## src/rtl/tdm_demux8.sv

```systemverilog
// tdm_demux8: receive side of an 8-slot time-division line.
// Collects slots 0..7 of each frame into shadow registers and publishes all
// eight channels together when slot 7 arrives. A sync on any slot but 0
// restarts the frame. A slot 0 that arrives without sync drops the lock and
// sends the block back to hunting for sync. Framing errors are counted in a
// saturating counter.
module tdm_demux8 #(
    parameter int WIDTH = 1,
    parameter int ERR_W = 8
) (
    input  logic             clk,
    input  logic             rst_n,
    input  logic [WIDTH-1:0] din,
    input  logic             din_valid,
    input  logic             frame_sync,
    output logic [WIDTH-1:0] out0,
    output logic [WIDTH-1:0] out1,
    output logic [WIDTH-1:0] out2,
    output logic [WIDTH-1:0] out3,
    output logic [WIDTH-1:0] out4,
    output logic [WIDTH-1:0] out5,
    output logic [WIDTH-1:0] out6,
    output logic [WIDTH-1:0] out7,
    output logic             frame_valid,
    output logic             locked,
    output logic [2:0]       slot,
    output logic             sync_err,
    output logic [ERR_W-1:0] err_cnt
);

    typedef enum logic [0:0] {
        ST_HUNT   = 1'b0,
        ST_LOCKED = 1'b1
    } state_e;

    // Saturating increment: holds at all-ones instead of wrapping to zero
    function automatic logic [ERR_W-1:0] sat_inc(input logic [ERR_W-1:0] v);
        logic [ERR_W-1:0] r;
        if (v == {ERR_W{1'b1}}) begin
            r = v;
        end else begin
            r = v + {{(ERR_W-1){1'b0}}, 1'b1};
        end
        return r;
    endfunction

    state_e           state_q;
    logic [2:0]       slot_q;
    logic             locked_q;
    logic             frame_valid_q;
    logic             sync_err_q;
    logic [ERR_W-1:0] err_cnt_q;
    logic [WIDTH-1:0] shadow_q [8];
    logic [WIDTH-1:0] out_q    [8];

    // Framing FSM: slot tracking, shadow capture, atomic publish, error count
    always_ff @(posedge clk or negedge rst_n) begin
        if (!rst_n) begin
            state_q       <= ST_HUNT;
            slot_q        <= 3'd0;
            locked_q      <= 1'b0;
            frame_valid_q <= 1'b0;
            sync_err_q    <= 1'b0;
            err_cnt_q     <= {ERR_W{1'b0}};
            for (int i = 0; i < 8; i++) begin
                shadow_q[i] <= {WIDTH{1'b0}};
                out_q[i]    <= {WIDTH{1'b0}};
            end
        end else begin
            // Pulses last one cycle unless re-armed below
            frame_valid_q <= 1'b0;
            sync_err_q    <= 1'b0;
            if (din_valid) begin
                case (state_q)
                    ST_HUNT: begin
                        if (frame_sync) begin
                            shadow_q[0] <= din;
                            slot_q      <= 3'd1;
                            state_q     <= ST_LOCKED;
                            locked_q    <= 1'b1;
                        end else begin
                            // Not aligned yet: drop the sample quietly
                            slot_q <= 3'd0;
                        end
                    end
                    ST_LOCKED: begin
                        if (frame_sync) begin
                            // Sync always restarts the frame; off slot 0 it
                            // is an early sync and the partial frame is lost
                            if (slot_q != 3'd0) begin
                                sync_err_q <= 1'b1;
                                err_cnt_q  <= sat_inc(err_cnt_q);
                            end else begin
                                sync_err_q <= 1'b0;
                            end
                            shadow_q[0] <= din;
                            slot_q      <= 3'd1;
                        end else if (slot_q == 3'd0) begin
                            // Slot 0 without sync: alignment lost
                            sync_err_q <= 1'b1;
                            err_cnt_q  <= sat_inc(err_cnt_q);
                            slot_q     <= 3'd0;
                            state_q    <= ST_HUNT;
                            locked_q   <= 1'b0;
                        end else if (slot_q == 3'd7) begin
                            // Last slot: publish the whole frame on one edge
                            for (int i = 0; i < 7; i++) begin
                                out_q[i] <= shadow_q[i];
                            end
                            out_q[7]      <= din;
                            frame_valid_q <= 1'b1;
                            slot_q        <= 3'd0;
                        end else begin
                            shadow_q[slot_q] <= din;
                            slot_q           <= slot_q + 3'd1;
                        end
                    end
                    default: begin
                        state_q  <= ST_HUNT;
                        slot_q   <= 3'd0;
                        locked_q <= 1'b0;
                    end
                endcase
            end else begin
                // No valid slot this cycle: everything holds
                state_q <= state_q;
            end
        end
    end

    assign out0        = out_q[0];
    assign out1        = out_q[1];
    assign out2        = out_q[2];
    assign out3        = out_q[3];
    assign out4        = out_q[4];
    assign out5        = out_q[5];
    assign out6        = out_q[6];
    assign out7        = out_q[7];
    assign frame_valid = frame_valid_q;
    assign locked      = locked_q;
    assign slot        = slot_q;
    assign sync_err    = sync_err_q;
    assign err_cnt     = err_cnt_q;

endmodule

```

## config.mk

```make
export PLATFORM = sky130hd
export DESIGN_NAME = tdm_demux8
export DESIGN_NICKNAME = d
export VERILOG_FILES = /design/src/rtl/tdm_demux8.sv
export SDC_FILE = /design/constraint.sdc
export NUM_CORES = 1
export LEC_CHECK = 0
export BUFFER_PORTS_ARGS = -buffer_cell sky130_fd_sc_hd__buf_2
export CAP_MARGIN = 20
export CORE_MARGIN = 8
export CORE_UTILIZATION = 30
export CTS_CLUSTER_SIZE = 25
export DETAILED_ROUTE_END_ITERATION = 10
export PLACE_DENSITY_LB_ADDON = 0.2
export SKIP_LAST_GASP = 1
export SYNTH_ARGS = -nofsm -noshare
export SYNTH_HDL_FRONTEND = slang
export SYNTH_SLANG_ARGS = --single-unit
export TNS_END_PERCENT = 10
```

## constraint.sdc

```tcl
create_clock -name clk -period 3.2 [get_ports clk]
set_clock_uncertainty 0.2 [all_clocks]
set_input_delay 0.64 -clock clk [delete_from_list [all_inputs] [get_ports clk]]
set_output_delay 0.64 -clock clk [all_outputs]
set_load 0.03 [all_outputs]
```

== Word-level counts from Yosys, hierarchy flattened ==
Index checks and enable logic that the tools add are counted.

* Register bits: 31
* Word-level logic and storage cells: 83
* Input bits: 5
* Output and inout port bits: 22

* Bitwise gates (word level): 5
* $add $sub $neg: 2
* Equal/unequal tests: 8
* Reductions and logical operators: 9
* Multiplexer cells: 35
* Magnitude comparators: 2

{| class="wikitable"
|+ Operators with widths
! kind !! count
|-
| 2-to-1 mux 8 bit || 6
|-
| 2-to-1 mux 1 bit || 20
|-
| AND reduction 4 bit || 3
|-
| AND reduction 5 bit || 2
|-
| 2-to-1 mux 3 bit || 3
|-
| adder 8 x 1 -> 8 bit, second input constant || 1
|-
| bitwise mux 8 bit || 1
|-
| equality test 8 bit, second input constant || 1
|-
| inequality test 3 bit, second input constant || 2
|-
| case mux 1 bit (2 select lines) || 3
|-
| case mux 3 bit (2 select lines) || 1
|-
| >= comparator 4 bit, second input constant || 1
|-
| < comparator 4 x 1 -> 1 bit, second input constant || 1
|-
| inequality test 2 x 1 -> 1 bit, second input constant || 2
|-
| inequality test 2 bit, second input constant || 2
|-
| NOT 1 bit || 4
|-
| NOT 3 -> 4 bit || 1
|-
| adder 3 x 1 -> 3 bit, second input constant || 1
|-
| demux 1 bit (select 3 bit) || 1
|-
| equality test 3 bit, second input constant || 1
|-
| logical NOT 3 bit || 1
|-
| nonzero test 3 bit || 1
|-
| nonzero test 2 bit || 1
|-
| logical AND 1 bit || 1
|}

== Logic depth before layout (Yosys ltp) ==
* Word-level depth: 10
* Gate-level depth with buffers: 10
* Depth with buffers taken out: 9

== Worst setup path before layout ==
Ideal clock, no wire load.

* Path type: register to register
* Start: register slot_q[0], in the netlist slot[0]
* End: register err_cnt_q[7], in the netlist err_cnt[7]
* Required time: 2875 ps
* Library setup time: 125 ps
* Data arrival time: 2203 ps
* Stages on the path, launching flop included: 11
* Clock period less this slack: 2528 ps
* Slack: 672 ps
* Buffers on the path: 1
* Cells stage by stage: dfrtp_1 > inv_1 > ha_1 > nor2b_1 > buf_6 > inv_1 > ha_1 > nand3b_1 > a21o_1 > nor3_1 > mux2_2

* Longest elaborated chain between the ends: 3
* Elaborated cells on any way between the ends: 5
* Those cells by class: 1 x eq/ne; 4 x reduce/logical

{| class="wikitable"
|+ RTL lines
! what !! line !! RTL
|-
| start, declared || 48 || <nowiki>logic [2:0] slot_q;</nowiki>
|-
| start signal, assigned || 115 || <nowiki>slot_q <= slot_q + 3'd1;</nowiki>
|-
| nonzero test 3 bit / logical NOT 3 bit (equally long branches) || 90, 98 ||
|-
| inequality test 2 x 1 -> 1 bit (no source line) / nonzero test 2 bit (equally long branches) || - ||
|-
| AND reduction 4 bit (no source line) (*) || - ||
|-
| end signal, assigned || 64 || <nowiki>err_cnt_q <= {ERR_W{1'b0}};</nowiki>
|-
| end signal, assigned || 92 || <nowiki>err_cnt_q <= sat_inc(err_cnt_q);</nowiki>
|-
| end signal, assigned || 101 || <nowiki>err_cnt_q <= sat_inc(err_cnt_q);</nowiki>
|-
| end, declared || 52 || <nowiki>logic [ERR_W-1:0] err_cnt_q;</nowiki>
|}

Every way passes the cells marked *; elsewhere a longest branch is shown, timed or not.
A chain may end at the register's enable or synchronous reset.

== Worst setup path after layout ==
Same ends and word-level chain as after synthesis.

==> run summary <==
Antenna viol nets, final -> 0
FF-to-FF End -> err_cnt[7]$_DFFE_PN0P_
Post-synthesis compound-gate area fraction -> 6.373%
Crit path capture -> err_cnt[7]$_DFFE_PN0P_
Mux contribution to synthesized area -> 13.73%
Setup_tns -> 0 ns
Int Pwr -> 804.3 uW
Commonest non-fill, non-tap cell in the layout -> dfrtp_1
Final nets -> 160
Count of different cell masters after synthesis -> 28
Design area -> 1652 um2
Largest family of logic cells by synthesized area -> simple AND/OR/NAND/NOR gates
CP startpoint kind -> register
Largest buffer count on any clock path -> 2
Power Density -> 793.9 nW/um2
Initial DRT Pass Iterations -> 4
Placement Cell Area -> 1575 um2
Ant diodes -> 0
RSZ-0062 raised after global routing -> false
Min Hold Slack -> 0.2010 ns
Combinational share of power -> 34.4%
Final number of setup-violating endpoints -> 0
Seq cells post-synth -> 30
Util after Layout -> 35.92%
Max Cap Viol -> 0
CP top delay family -> simple AND/OR/NAND/NOR gates
Crit path largest cell delay -> 0.48 ns
Final Max Tran Viols -> 0
Detail-routed net length per standard cell -> 13.77 um
Number of hold buffers added after cts -> 0
Synth Instances -> 120
Vias post-DR -> 1,016
Ys Warns -> 0
First-pass GRT wire length -> 5.064 mm
Share of post-route cells with drive strength above 1 -> 34.00%
Input/output buffers -> 26
Post-Synth XOR/XNOR Area -> 3.142%
Sequential fraction of the synthesis area -> 53.86%
Core region area -> 4598 um2
Worst IR drop on VDD -> 0.4449 mV
Crit Path Category -> register to register
Vias in the first global route -> 1,096
Outcome -> finished, final reports clean
DRT iter0 DRCs -> 78
Switch Pwr -> 506.9 uW
Min Tclk post-route -> 2.495 ns
Congestion Overflow GR -> 0
CP max-delay cell -> dfrtp_1
Sw frac -> 38.66%
Mapped Area -> 1394 um2
Top cell type by total area after synthesis -> dfrtp_1
Critical Path RT -> 3.16 ns
Max-Slew Margin vs Limit -> 55.42%
Critical Path Sink Type -> register
Vias per inst -> 4.980
Largest net degree at the start of global routing -> 31
Root buffer selected by CTS -> clkbuf_8
Postcts setup bufs -> 0
Clk Latency, worst-skew pair -> 0.27 ns
CP Depth -> 9
Peak fanout along the critical path -> 9
I/O pins -> 27
R2r worst-path depth -> 9
Largest cells by area after synthesis -> dfrtp_1, mux2_2, ha_1
FP Rows -> 25
Hold WC Path Type -> primary input to asynchronous set/reset pin
Clock power frac -> 20.7%
Total GRT Usage -> 8.845%
Sequential power share -> 44.9%
Arrival time worst endpoint -> 2.45 ns
DRC Markers -> 0
CTS resizes -> 0
Max reg flops -> 8
R2R setup slack -> 0.71 ns
Clk slew on worst S/H paths -> 0.06 ns
Count of final hold-check violations -> 0
P_leak -> 0.0008246 uW
Htree depth -> 2
Buf+Inv Stages, Crit Path -> 2
Cts bufs inserted -> 5
Post-synthesis simple-gate area fraction -> 15.08%
Final HPWL DP -> 2.101 mm
Area share of the largest cell type after synthesis -> 53.86%
R2r startpoint -> slot[0]$_DFFE_PN0P_
Starting Density -> 30.31%
Synth-to-Final Area Change -> 18.49%
Die Wd -> 84.16 um
Total Wirelength -> 2.810 mm
Worst path cell trace -> inv_1 > ha_1 > nor2b_1 > inv_1 > ha_1 > nand3b_1 > a21o_1 > nor3_1 > mux2_2
Die H -> 84.16 um
Synth Area in Adders -> 4.488%
Worst-Margin Slew -> 0.6687 ns
CTS tree -> built
Antenna violations before repair -> 0
Most frequent cells in the layout -> dfrtp_1, buf_2, mux2_2
Mapped Avg Cell Area -> 11.62 um2
Setup crit start -> slot[0]$_DFFE_PN0P_
Final worst-path cycle share -> 77.96%
TritonCTS Sinks -> 30
Gp weighted congestion -> 0.7839
Fmax -> 0.4009 GHz
Syn Nets -> 130
Die Area -> 7083 um2
-- metrics by stage --
stage	worst slack, ns	std cells	power [uW]
finish	0.7054	204	1311
global route	0.5284	204	1417
CTS	0.7025	204	1338
detailed placement	0.7206	197	1057
global placement	0.7990	197	1044
floorplan	0.6718	120	913.0
-- layer usage --
| layer | GRT usage [%] | wire length [um] | share of wire, % | vias to the layer above |
|---|---|---|---|---|
| met1 | 10.16 | 1214 | 43 | 494 |
| met4 | 3.297 | 31 | 1.1 | 0 |
| met2 | 13.30 | 1333 | 47 | 31 |
| met5 | 0 | 0 | 0 | - |
| met3 | 5.034 | 230 | 8.2 | 4 |
| li1 | - | - | - | 487 |
-- logic make-up after synthesis --
kind of cell    count (synthesis)
xor+xnor                        5
fa+ha+maj                       5
mux                            17
compound gates                 15
flops                          30
buf+inv                        10
simple gates                   38
-- synthesized netlist by cell type --
master    count
a21o_1        1
a21oi_1       7
a221o_1       1
a22o_1        1
a31oi_1       2
and3_1        3
and4_1        1
buf_2         1
buf_6         1
clkbuf_1      2
dfrtp_1      30
ha_1          5
inv_1         6
mux2_2       17
nand2_1       7
nand3_1       9
nand3b_1      2
nand4_1       2
nor2_1        4
nor2b_1       2
nor3_1        4
nor3_2        1
nor3b_1       1
nor4_1        1
nor4_2        1
o21ai_0       3
xnor2_1       2
xor2_1        3
-- area by class of cell --
type	instances	area, um2
Clock buffer	7	76.32
Sequential cell	30	750.7
Tap cell	54	67.56
Fill cell	469	2947
Timing Repair Buffer	27	137.6
Multi-Input combinational cell	80	596.8
Inverter	6	22.52
-- power groups by stage --
stage,clock network (uW),registers [uW],logic [uW]
floorplan,0,718,195
global placement,0,589,455
detailed placement,0,598,459
CTS,286,592,460
global route,307,613,497
finish,271,589,452
-- how the worst min path moves through the flow --
stage	to	cells after the start	startpoint
finish	out3$_DFFE_PN0P_	1	rst_n
global route	out3$_DFFE_PN0P_	1	rst_n
CTS	out0$_DFFE_PN0P_	1	rst_n
detailed placement	out1$_DFFE_PN0P_	1	out1$_DFFE_PN0P_
global placement	out3$_DFFE_PN0P_	1	out3$_DFFE_PN0P_
floorplan	err_cnt[0]$_DFFE_PN0P_	0	rst_n
(Power assumes the default switching activity.)
